$ cat src/rtl/sound_arbiter.sv
`timescale 1ns/1ps
// sound_arbiter
//   Shares the single speaker pin among four sound sources (0 = ship death,
//   1 = alien hit, 2 = laser shot, 3 = menu click). One-cycle request
//   strobes are latched as pending. The highest-priority (lowest index)
//   pending source is granted. It then plays its square-wave tone for a
//   fixed number of duration ticks.
//
// Ports
//   clk        : system clock
//   reset      : asynchronous, active-high
//   req[3:0]   : one-cycle request strobes, bit 0 has the highest priority
//   enable     : 0 mutes the speaker; sequencing is unaffected
//   speaker    : registered square-wave tone
//   busy       : high while a source is playing
//   active_src : index of the playing source; holds its value when idle
//   grant[3:0] : one-hot pulse on the cycle a source starts or restarts
module sound_arbiter #(
  parameter int TICK_DIV = 250000,
  parameter int HALF0    = 50000,
  parameter int HALF1    = 25000,
  parameter int HALF2    = 12500,
  parameter int HALF3    = 6250,
  parameter int DUR0     = 50,
  parameter int DUR1     = 20,
  parameter int DUR2     = 8,
  parameter int DUR3     = 5
) (
  input  logic       clk,
  input  logic       reset,
  input  logic [3:0] req,
  input  logic       enable,
  output logic       speaker,
  output logic       busy,
  output logic [1:0] active_src,
  output logic [3:0] grant
);

  typedef enum logic {IDLE, PLAY} state_t;

  state_t      state;
  state_t      state_next;
  logic [3:0]  pend;
  logic [15:0] half_cnt;
  logic [17:0] presc;
  logic [7:0]  dur_cnt;
  logic        tone;

  logic [1:0]  sel;
  logic [3:0]  sel_onehot;
  logic        any_pend;
  logic        tick_wrap;
  logic        load;
  logic        finish;

  function automatic logic [15:0] half_of(input logic [1:0] s);
    case (s)
      2'd0:    half_of = 16'(HALF0);
      2'd1:    half_of = 16'(HALF1);
      2'd2:    half_of = 16'(HALF2);
      default: half_of = 16'(HALF3);
    endcase
  endfunction

  function automatic logic [7:0] dur_of(input logic [1:0] s);
    case (s)
      2'd0:    dur_of = 8'(DUR0);
      2'd1:    dur_of = 8'(DUR1);
      2'd2:    dur_of = 8'(DUR2);
      default: dur_of = 8'(DUR3);
    endcase
  endfunction

  // Lowest set pending index wins; scanning downward lets it overwrite last.
  always_comb begin
    sel = 2'd0;
    for (int i = 3; i >= 0; i--) begin
      if (pend[i]) sel = 2'(i);
    end
  end

  assign sel_onehot = 4'b0001 << sel;
  assign any_pend   = |pend;
  assign tick_wrap  = (presc == 18'(TICK_DIV - 1));
  assign busy       = (state == PLAY);

  always_ff @(posedge clk or posedge reset) begin
    if (reset) state <= IDLE;
    else       state <= state_next;
  end

  // A pending request at or above the current priority preempts or
  // retriggers, and wins over end-of-play on the same edge.
  always_comb begin
    state_next = state;
    load       = 1'b0;
    finish     = 1'b0;
    case (state)
      IDLE: begin
        if (any_pend) begin
          load       = 1'b1;
          state_next = PLAY;
        end
      end
      PLAY: begin
        if (any_pend && (sel <= active_src)) begin
          load = 1'b1;
        end else if (tick_wrap && (dur_cnt == 8'd1)) begin
          finish     = 1'b1;
          state_next = IDLE;
        end
      end
      default: state_next = IDLE;
    endcase
  end

  always_ff @(posedge clk or posedge reset) begin
    if (reset) begin
      pend       <= '0;
      half_cnt   <= '0;
      presc      <= '0;
      dur_cnt    <= '0;
      tone       <= 1'b0;
      speaker    <= 1'b0;
      grant      <= '0;
      active_src <= '0;
    end else begin
      grant   <= '0;
      speaker <= tone & enable;
      // A strobe landing on its own grant edge is absorbed by that grant.
      pend    <= (pend | req) & ~(load ? sel_onehot : 4'b0000);
      if (load) begin
        half_cnt   <= half_of(sel) - 16'd1;
        presc      <= '0;
        dur_cnt    <= dur_of(sel);
        tone       <= 1'b0;
        grant      <= sel_onehot;
        active_src <= sel;
      end else if (finish) begin
        tone  <= 1'b0;
        presc <= '0;
      end else if (state == PLAY) begin
        if (half_cnt == 16'd0) begin
          half_cnt <= half_of(active_src) - 16'd1;
          tone     <= ~tone;
        end else begin
          half_cnt <= half_cnt - 16'd1;
        end
        if (tick_wrap) begin
          presc   <= '0;
          dur_cnt <= dur_cnt - 8'd1;
        end else begin
          presc <= presc + 18'd1;
        end
      end
    end
  end

endmodule

$ cat config.mk
export PLATFORM = sky130hd
export DESIGN_NAME = sound_arbiter
export DESIGN_NICKNAME = d
export VERILOG_FILES = /design/src/rtl/sound_arbiter.sv
export SDC_FILE = /design/constraint.sdc
export NUM_CORES = 1
export LEC_CHECK = 0
export CORE_ASPECT_RATIO = 0.5
export CORE_MARGIN = 2
export CORE_UTILIZATION = 65
export CTS_CLUSTER_SIZE = 20
export DETAILED_ROUTE_END_ITERATION = 8
export MAX_ROUTING_LAYER = met4
export PLACE_DENSITY = 0.84
export SLEW_MARGIN = 10
export SYNTH_ARGS = -nofsm -noshare
export SYNTH_HDL_FRONTEND = slang
export SYNTH_SLANG_ARGS = --single-unit
$ cat constraint.sdc
create_clock -name clk -period 8.7 [get_ports clk]
set_input_delay 1.74 -clock clk [delete_from_list [all_inputs] [get_ports clk]]
set_output_delay 1.74 -clock clk [all_outputs]
set_load 0.05 [all_outputs]
# Word-level counts from Yosys, hierarchy flattened
# Index checks and enable logic that the tools add are counted.
# W data, S select, Z words.
dict set report totals {
  in_bits 7
  reg_bits 55
}
dict set report op_classes {
  bitwise_logic 6
  eq_ne 7
  n_shift 1
  n_mux 38
  magnitude_cmp 1
  reduce_logical 13
  addsub 5
}
# operator n
set ops {}
lappend ops {{$mux W16} 9}
lappend ops {{$pmux W16 S3} 2}
lappend ops {{$mux W18} 4}
lappend ops {{$sub A16 B1 Y16 const B} 3}
lappend ops {{$mux W8} 4}
lappend ops {{$add A18 B1 Y18 const B} 1}
lappend ops {{$eq A18 B18 Y1 const B} 1}
lappend ops {{$pmux W6 S3} 1}
lappend ops {{$logic_not A16 Y1} 1}
lappend ops {{$mux W1} 11}
lappend ops {{$eq A8 B1 Y1 const B} 1}
lappend ops {{$mux W2} 4}
lappend ops {{$sub A8 B1 Y8 const B} 1}
lappend ops {{$reduce_bool A3 Y1} 2}
lappend ops {{$and A4 B4 Y4} 1}
lappend ops {{$eq A2 B1 Y1 const B} 2}
lappend ops {{$eq A2 B2 Y1 const B} 2}
lappend ops {{$logic_not A2 Y1} 2}
lappend ops {{$mux W4} 1}
lappend ops {{$not A4 Y4} 1}
lappend ops {{$or A4 B4 Y4} 1}
lappend ops {{$pmux W1 S2} 2}
lappend ops {{$reduce_and A2 Y1} 2}
lappend ops {{$reduce_bool A2 Y1} 2}
lappend ops {{8 further kinds} 10}

# Logic depth before layout (Yosys ltp)
# Gate-level depths: netlist of the first run.
dict set report depth {
  word_depth 15
  ltp_mapped 13
}

# Worst setup path after synthesis of the first run
# Ideal clock, no wire load.
dict set report synth_timing {
  path_kind {register to register}
  startpoint {register active_src[0]}
  endpoint {register half_cnt[15]}
  stages_incl_launch_ff 9
  setup_time_ns 0.069
  setup_slack_ns 5.779
  arrival_ns 2.852
  cell_sequence {dfrtp_1 inv_1 ha_1 nor4_1 nand3_1 a211oi_1 o211ai_2 or4b_1 nand3_1}
}
dict set report synth_via {
  elab_chain_cells 11
  elab_cells_between_ends 22
  cone_classes {add/sub: 1; order compare: 1; eq/ne: 3; mux: 13; reduce/logical: 4}
}
# element line_no
set synth_lines {}
lappend synth_lines {{start: declaration} 35} ;# output logic [1:0] active_src,
lappend synth_lines {{start signal: assignment} 138} ;# active_src <= sel;
lappend synth_lines {{$eq A2 B2 Y1, or another cell as far along} 57} ;# case (s)
lappend synth_lines {{$pmux W16 S3} 57}
lappend synth_lines {{$mux W16} 143} ;# if (half_cnt == 16'd0) begin
lappend synth_lines {{$mux W16} 142} ;# end else if (state == PLAY) begin
lappend synth_lines {{$mux W16} 139} ;# end else if (finish) begin
lappend synth_lines {{$mux W16} 132} ;# if (load) begin
lappend synth_lines {{$sub A16 B1 Y16} 144} ;# half_cnt <= half_of(active_src) - 16'd1;
lappend synth_lines {{$mux W16} 143}
lappend synth_lines {{$mux W16} 142}
lappend synth_lines {{$mux W16} 139}
lappend synth_lines {{$mux W16} 132}
lappend synth_lines {{end signal: assignment} 133} ;# half_cnt <= half_of(sel) - 16'd1;
lappend synth_lines {{end signal: assignment} 144}
lappend synth_lines {{end signal: assignment} 147} ;# half_cnt <= half_cnt - 16'd1;
lappend synth_lines {{end: declaration} 44} ;# logic [15:0] half_cnt;
# Parallel ways exist; a longest one is shown, timed or not. The select of a mux whose other input is x is not followed.
# A chain may end at the register's enable or synchronous reset.

# Worst setup path in the final report of the first run
dict set report layout_timing {
  startpoint {register pend[1]}
  endpoint {register presc[12]}
}
dict set report layout_via {
  elab_chain_cells 8
  elab_cells_between_ends 13
  cone_classes {order compare: 1; mux: 9; reduce/logical: 3}
}
# element line_no
set layout_lines {}
lappend layout_lines {{start: declaration} 43} ;# logic [3:0] pend;
lappend layout_lines {{start signal: assignment} 131} ;# pend <= (pend | req) & ~(load ? sel_onehot : 4'b0000);
lappend layout_lines {{$mux W2 * (2 in series)} 78} ;# if (pend[i]) sel = 2'(i);
lappend layout_lines {{via sel[1]} 49} ;# logic [1:0] sel;
lappend layout_lines {{$le A2 B2 Y1 *} 106} ;# if (any_pend && (sel <= active_src)) begin
lappend layout_lines {{$logic_and A1 B1 Y1 *} 106}
lappend layout_lines {{$mux W1} 106}
lappend layout_lines {{$mux W1} 98} ;# case (state)
lappend layout_lines {{$mux W18} 139}
lappend layout_lines {{$mux W18} 132}
lappend layout_lines {{end signal: assignment} 153} ;# presc <= presc + 18'd1;
lappend layout_lines {{end: declaration} 45} ;# logic [17:0] presc;
# The timed path passes the listed nets; every way through them passes the cells marked *.

==> metrics.cfg, run 1 <==
[setup_path]
cp-end-kind = register
crit_type = register to register
required_ns = 8.88
arrival_ns = 3.52
startpoint_type = register
crit_fanout = 36

[drt]
viasPerCell = 6.75
dr_total_vias = 3036
drc_errors = 0
ant_nets = 0
wirelength_um = 8240
wire_per_inst_um = 18.3
drtIter0Drc = 250
first_pass_iters = 5

[power_and_ir_drop]
p_leak_nw = 1.46
power_density_nw_per_um2 = 363
ir_drop_v = 0.000262

[synth]
synth.area.top_cells = dfrtp_1 (42%), ha_1 (6.1%), nor2_1 (5.2%)
synthTopCellsByCount = dfrtp_1 (55), nor2_1 (46), nand2_1 (27)
synth_top_area_share = 0.417
synth_top_cell_by_area = dfrtp_1
avgSynthCellArea_sq_um = 9.03
ys.warnings.count = 0
synth_edf_count = 0
netlist_area_sq_um = 3300
yosysSeqAreaShare = 0.417
netlist_instances = 366
synth_fp_nets = 389
synth_most_common_cell = dfrtp_1
async_reset_ff_frac = 1.00
ys_ff_latch = 55
synth-main-ff-cell = dfrtp_1
synthDistinctLibCells = 58

[clock_tree]
clk_path_buf_depth = 2
cts.clk_slew.worst_paths_ns = 0.10
clkLatencyLatePin_ns = 0.31
postCtsSetupBuffers = 0
clock_sinks = 55
cts_tree = done
cts_root_buffer = clkbuf_8
htreeDepth = 2
ctsResizeCount = 0
cts_buffers = 5
ctsHoldBuffers = 0

[grt]
grt_pass1_vias = 2892
antenna_found_initial = 0
grt_max_degree = 56
grt_use_total = 0.321
grt.overflow.total = 0
grt_pass1_wl_um = 13800

[cells_and_area]
n_antenna_cell = 0
final_core_util = 0.740
area_delta_synth_final_pct = 10.0
fin_nets = 402
n_fill_cell = 367
drive_above_1_share = 0.0711

[placed_design]
place_hpwl_um = 5800
io_buffers = 14
gp_congestion = 1.02

[floorplan]
initial_utilization = 0.673
die_area_sq_um = 5700
pin_count = 15
core_sq_um = 4910
die_y_um = 54.4
die_w_um = 105
row_count = 18

[timing]
finalSetupTns_ns = 0
timing.final.crit_share = 0.383
slew_headroom = 0.361
setup_viol = 0
fin_skew_ns = 0.00867
drv_slew = 0
hold_viol = 0
tightest_slew_ns = 0.934
min_period_ns = 3.34
clock.fmax_mhz = 300
rsz0062_at_grt = no

[job]
drv_cap = 0

[worst_hold_path]
hold_class = register to register

[status]
status = finished, final reports clean

## placed cells by master, fill, tap and decap left out, types with 13 or more instances in the layout
cell / instances
o21ai_0: 25
ha_1: 16
nand3_1: 17
a21oi_1: 13
dfrtp_1: 55
clkdlybuf4s50_1: 14
inv_1: 14
nand2_1: 27
nor2_1: 46
nor3_1: 17
## kinds of logic after synthesis
logic type               Yosys count  share of synthesized area
flip-flops                        55                      0.417
XOR/XNOR                          16                     0.0424
adder cells (fa/ha/maj)           16                     0.0606
AO/OA/AOI/OAI                     95                      0.195
buffers and inverters             27                     0.0314
multiplexers                       3                    0.00947
AND/OR/NAND/NOR                  154                      0.245
## power breakdown
part           internal [mW]  total [mW]  switching [mW]
Sequential             0.334       0.406          0.0725
Clock                 0.0949       0.182          0.0874
Combinational          0.260       0.730           0.470
## area by class of cell
cell class / count / area [sq um] / share of cell area
inverter: 15 / 56.3 / 0.0155
clock buffer: 6 / 82.6 / 0.0227
tap: 70 / 87.6 / 0.0241
sequential: 55 / 1380 / 0.379
multi-input combinational: 284 / 1820 / 0.502
clock inverter: 2 / 38.8 / 0.0107
timing repair buffer: 18 / 170 / 0.0468
## through the flow
step / hold slack, ns / total power [mW] / area (sq um) / cells / setup WS, ns
final: 0.519 / 1.32 / 3630 / 450 / 5.36
after global routing: 0.539 / 1.41 / 3630 / 450 / 5.06
after CTS: 0.512 / 1.30 / 3630 / 450 / 5.36
after detailed placement: 0.496 / 1.11 / 3510 / 442 / 5.43
after global placement: 0.494 / 1.09 / 3510 / 442 / 5.66
after floorplan: 0.437 / 0.926 / 3300 / 366 / 5.62
## registers in the layout, summed over array words and instances, names as in the netlist
register and flops:
tone 1, half_cnt 16, busy 1, pend 4, presc 18, grant 4, dur_cnt 8, speaker 1
active_src 2
## metal layers
metal,part of all wire,track usage
met1,0.42,0.398
met2,0.48,0.563
met4,0.020,0.100
met5,0,-
met3,0.077,0.0500
## final timing paths
check,to,from,cells after the start,slack (ns)
min,presc[17],presc[17],1,0.52
min in group asynchronous,presc[12],reset,3,1.93
max reg2reg,presc[12],pend[1],9,5.36
max in group asynchronous,half_cnt[3],reset,3,6.31
max,presc[12],pend[1],9,5.36
min reg2reg,presc[17],presc[17],1,0.52
## worst max-delay path: stages, from the launching register on
cell and delay [ns]:
dfrtp_1 0.44, nor3_1 0.65, ha_1 0.37, nor2b_1 0.13, o211ai_1 0.30, and2_1 0.18, buf_4 0.34, nor2_1 0.16
nor2_1 0.52, nor2_1 0.11
No activity file was read; power rests on OpenSTA's default activity.
==> run 2, diff against run 1 <==
--- a/config.mk
+++ b/config.mk
@@ -7,11 +7,11 @@
 export LEC_CHECK = 0
 export CORE_ASPECT_RATIO = 0.5
 export CORE_MARGIN = 2
-export CORE_UTILIZATION = 65
+export CORE_UTILIZATION = 61
 export CTS_CLUSTER_SIZE = 20
 export DETAILED_ROUTE_END_ITERATION = 8
 export MAX_ROUTING_LAYER = met4
-export PLACE_DENSITY = 0.84
+export PLACE_DENSITY = 0.79
 export SLEW_MARGIN = 10
 export SYNTH_ARGS = -nofsm -noshare
 export SYNTH_HDL_FRONTEND = slang
==> constraint.sdc (replaced) <==
create_clock -name clk -period 3.45 [get_ports clk]
set_input_delay 0.69 -clock clk [delete_from_list [all_inputs] [get_ports clk]]
set_output_delay 0.69 -clock clk [all_outputs]
set_load 0.05 [all_outputs]
==> metrics.cfg, run 2 (same netlist as run 1, synthesis figures left out) <==
[status]
status = finished, final reports clean

[drt]
wirelength_um = 8800
met2WireLength_um = 4150
drtIter0Drc = 265
wire_per_inst_um = 19.4
viasPerCell = 6.60
wl_met3_um = 578
drt-met1-wl_um = 3950
ant_nets = 0
top_layer_used = met4
first_pass_iters = 7
dr_total_vias = 2995
drc_errors = 0

[job]
drv_cap = 0

[cells_and_area]
final_cell_mix = dfrtp_1 (55), nor2_1 (46), nand2_1 (27)
final_core_util = 0.717
multi_input_area_sq_um = 1820
top_regs = presc (18), half_cnt (16), dur_cnt (8)
seq_area_sq_um = 1380
n_antenna_cell = 0
largest_reg_flops = 18
area_delta_synth_final_pct = 9.96
final_common_cell = dfrtp_1
fin_nets = 406
n_fill_cell = 428
top_register = presc
drive_above_1_share = 0.0781

[clock_tree]
htreeDepth = 2
cts_buffers = 5
cts_root_buffer = clkbuf_8
cts_tree = done
clock_sinks = 55
clk_path_buf_depth = 2
ctsHoldBuffers = 0
clkLatencyLatePin_ns = 0.32
cts.clk_slew.worst_paths_ns = 0.11
postCtsSetupBuffers = 0
ctsResizeCount = 0

[placed_design]
gp_congestion = 0.967
pre_cts_ws_ns = 0.573
io_buffers = 14
place_hpwl_um = 6590

[setup_path]
setup.worst_path.start = active_src[1]
startpoint_type = register
r2r_cells = 8
arrival_ns = 3.24
crit_type = register to register
crit_fanout = 6
cp-end-kind = register
reg2reg_slack_ns = 0.46
required_ns = 3.70
crit_path_end = half_cnt[15]
reg2reg_from = active_src[1]
r2r-end = half_cnt[15]

[grt]
antenna_found_initial = 0
grt_use_total = 0.318
grt_max_degree = 25
grt_pass1_wl_um = 14600
grt_pass1_vias = 2919
grt.overflow.total = 0

[timing]
slew_headroom = 0.438
hold_viol = 0
clock.fmax_mhz = 335
rsz0062_at_grt = no
fin_skew_ns = 0.0124
setup_viol = 0
timing.hold.ws_ns = 0.490
finalSetupTns_ns = 0
min_period_ns = 2.99
tightest_slew_ns = 0.822
drv_slew = 0
setup_ws_ns = 0.462
timing.final.crit_share = 0.866

[floorplan]
initial_utilization = 0.652
die_y_um = 56.0
pin_count = 15
core_sq_um = 5070
die_w_um = 108
die_area_sq_um = 6060
row_count = 18

[worst_hold_path]
hold_class = register to register

[power_and_ir_drop]
p_leak_nw = 1.46
ir_drop_v = 0.000478
power_mw = 3.32
power_density_nw_per_um2 = 913

==> run 2: cell types whose count changed in the layout (fill, tap and decap cells not counted), sizes merged <==
cell,change
buf,+4
bufinv,-1
clkinvlp,+1
==> run 2: how the worst min path moves through the flow <==
stage               from         to  slack [ns]  cells past startpoint
6_report       presc[17]  presc[17]        0.49                      1
5_1_grt        presc[17]  presc[17]        0.51                      1
4_1_cts        presc[17]  presc[17]        0.49                      1
3_5_place_dp   presc[17]  presc[17]        0.48                      1
3_3_place_gp   presc[17]  presc[17]        0.47                      1
2_1_floorplan  presc[17]  presc[17]        0.44                      1
==> run 2: area by class of cell <==
class	instances	share of cell area
inverter	15	0.0155
sequential	55	0.379
multi-input combinational	284	0.502
clock buffer	6	0.0200
tap	70	0.0241
timing repair buffer	22	0.0551
clock inverter	2	0.00448
==> run 2: critical path, stage by stage (launching register included) <==
cell and delay [ns]:
dfrtp_1 0.46, inv_1 0.17, ha_1 0.37, nor4_1 0.37, nand3_1 0.12, a211oi_1 0.49, o211ai_2 0.27, or4b_1 0.56
nand3_1 0.09
==> run 2: per-stage QoR <==
stage / instances / instance area [sq um]
5_1_grt: 454 / 3630
3_3_place_gp: 446 / 3540
2_1_floorplan: 366 / 3300
4_1_cts: 454 / 3630
6_report: 454 / 3630
3_5_place_dp: 446 / 3540
==> run 2: routing by layer <==
metal,GRT usage,vias to the layer above
li1,-,1381
met4,0.0788,0
met3,0.0597,14
met2,0.506,105
met5,-,-
met1,0.425,1495
==> run 2: where the power goes <==
part | switching (mW) | internal (mW) | total [mW]
sequential | 0.185 | 0.841 | 1.03
combinational | 1.21 | 0.697 | 1.91
clock | 0.235 | 0.147 | 0.382
total | 1.63 | 1.69 | 3.32
==> run 3, diff against run 2 <==
--- a/config.mk
+++ b/config.mk
@@ -10,7 +10,6 @@
 export CORE_UTILIZATION = 61
 export CTS_CLUSTER_SIZE = 20
 export DETAILED_ROUTE_END_ITERATION = 8
-export MAX_ROUTING_LAYER = met4
 export PLACE_DENSITY = 0.79
 export SLEW_MARGIN = 10
 export SYNTH_ARGS = -nofsm -noshare
==> metrics.cfg, run 3 (same netlist as run 1, synthesis figures left out) <==
[status]
status = finished, final reports clean

[cells_and_area]
final_cells = 455
area_delta_synth_final_pct = 10.4
n_fill_cell = 394
top_register = presc
top_regs = presc (18), half_cnt (16), dur_cnt (8)
final_common_cell = dfrtp_1
final_cell_mix = dfrtp_1 (55), nor2_1 (46), nand2_1 (27)
drive_above_1_share = 0.0831
final_core_util = 0.720
multi_input_area_sq_um = 1820
seq_area_sq_um = 1380
fin_nets = 407
n_antenna_cell = 0
fin_area_sq_um = 3650
largest_reg_flops = 18

[power_and_ir_drop]
power_mw = 3.36
p_leak_nw = 1.47
power_density_nw_per_um2 = 922
ir_drop_v = 0.000485

[floorplan]
row_count = 18
die_w_um = 108
core_sq_um = 5070
pin_count = 15
die_area_sq_um = 6060
die_y_um = 56.0
initial_utilization = 0.652

[job]
drv_cap = 0

[timing]
hold_viol = 0
min_period_ns = 2.95
timing.final.crit_share = 0.855
slew_headroom = 0.487
tightest_slew_ns = 0.750
rsz0062_at_grt = no
drv_slew = 0
finalSetupTns_ns = 0
setup_viol = 0
setup_ws_ns = 0.500
fin_skew_ns = 0.0156
clock.fmax_mhz = 339
timing.hold.ws_ns = 0.485

[drt]
viasPerCell = 6.53
dr_total_vias = 2970
drtIter0Drc = 268
wire_per_inst_um = 19.0
first_pass_iters = 5
drc_errors = 0
ant_nets = 0
wirelength_um = 8640

[placed_design]
post-place-cells = 447
place_area_sq_um = 3550
place_hpwl_um = 6380
pre_cts_ws_ns = 0.547
gp_congestion = 0.909
io_buffers = 14

[clock_tree]
clk_path_buf_depth = 2
ctsResizeCount = 0
htreeDepth = 2
cts_root_buffer = clkbuf_8
clock_sinks = 55
cts_tree = done
ctsHoldBuffers = 0
clkLatencyLatePin_ns = 0.33
cts_buffers = 5
postCtsSetupBuffers = 0
cts.clk_slew.worst_paths_ns = 0.11

[setup_path]
crit_fanout = 6
r2r_cells = 8
cp-end-kind = register
startpoint_type = register
arrival_ns = 3.22
crit_type = register to register
required_ns = 3.72

[grt]
antenna_found_initial = 0
grt_max_degree = 26
grt_pass1_vias = 2768
grt_pass1_wl_um = 14000
grt.overflow.total = 0
grt_use_total = 0.303

[worst_hold_path]
holdPathStages = 1
hold_class = register to register

==> run 3: changes by cell type in the layout (fill, tap and decap cells not counted) <==
cell / previous run / this run
buf_4: 8 / 9
clkbuf_1: 1 / 0
inv_6: 1 / 0
clkinv_4: 0 / 1
inv_8: 0 / 1
==> run 3: power by group <==
part           internal (mW)  total (mW)  switching (mW)
registers              0.841        1.03           0.188
logic                  0.715        1.94            1.22
clock network          0.150       0.393           0.244
total                   1.71        3.36            1.66
==> run 3: worst paths after layout <==
| check | from | end | slack [ns] |
|---|---|---|---|
| max | active_src[0] | half_cnt[15] | 0.50 |
| min | presc[17] | presc[17] | 0.49 |
| max reg2reg | active_src[0] | half_cnt[15] | 0.50 |
| min reg2reg | presc[17] | presc[17] | 0.49 |
| max in group asynchronous | reset | half_cnt[4] | 2.18 |
| min in group asynchronous | reset | presc[6] | 0.62 |
==> run 3: cell type report <==
type	instances	share of cell area
Clock inverter	3	0.00755
Inverter	15	0.0154
Clock buffer	5	0.0189
Sequential cell	55	0.377
Multi-Input combinational cell	284	0.500
Tap cell	70	0.0240
Timing Repair Buffer	23	0.0569
==> run 3: metal layers <==
layer / routed length (um) / share of wire / GRT usage / up-vias
met4: 131 / 0.015 / 0.0971 / 0
met5: 0 / 0 / 0 / -
li1: - / - / - / 1389
met3: 668 / 0.077 / 0.0656 / 13
met2: 3890 / 0.45 / 0.466 / 114
met1: 3960 / 0.46 / 0.428 / 1454
==> run 3: worst max-delay path: stages (launching register included) <==
cell and delay [ns]:
dfrtp_1 0.49, inv_1 0.14, ha_1 0.38, nor4_1 0.38
nand3_1 0.12, a211oi_1 0.47, o211ai_2 0.26, or4b_1 0.57
nand3_1 0.10
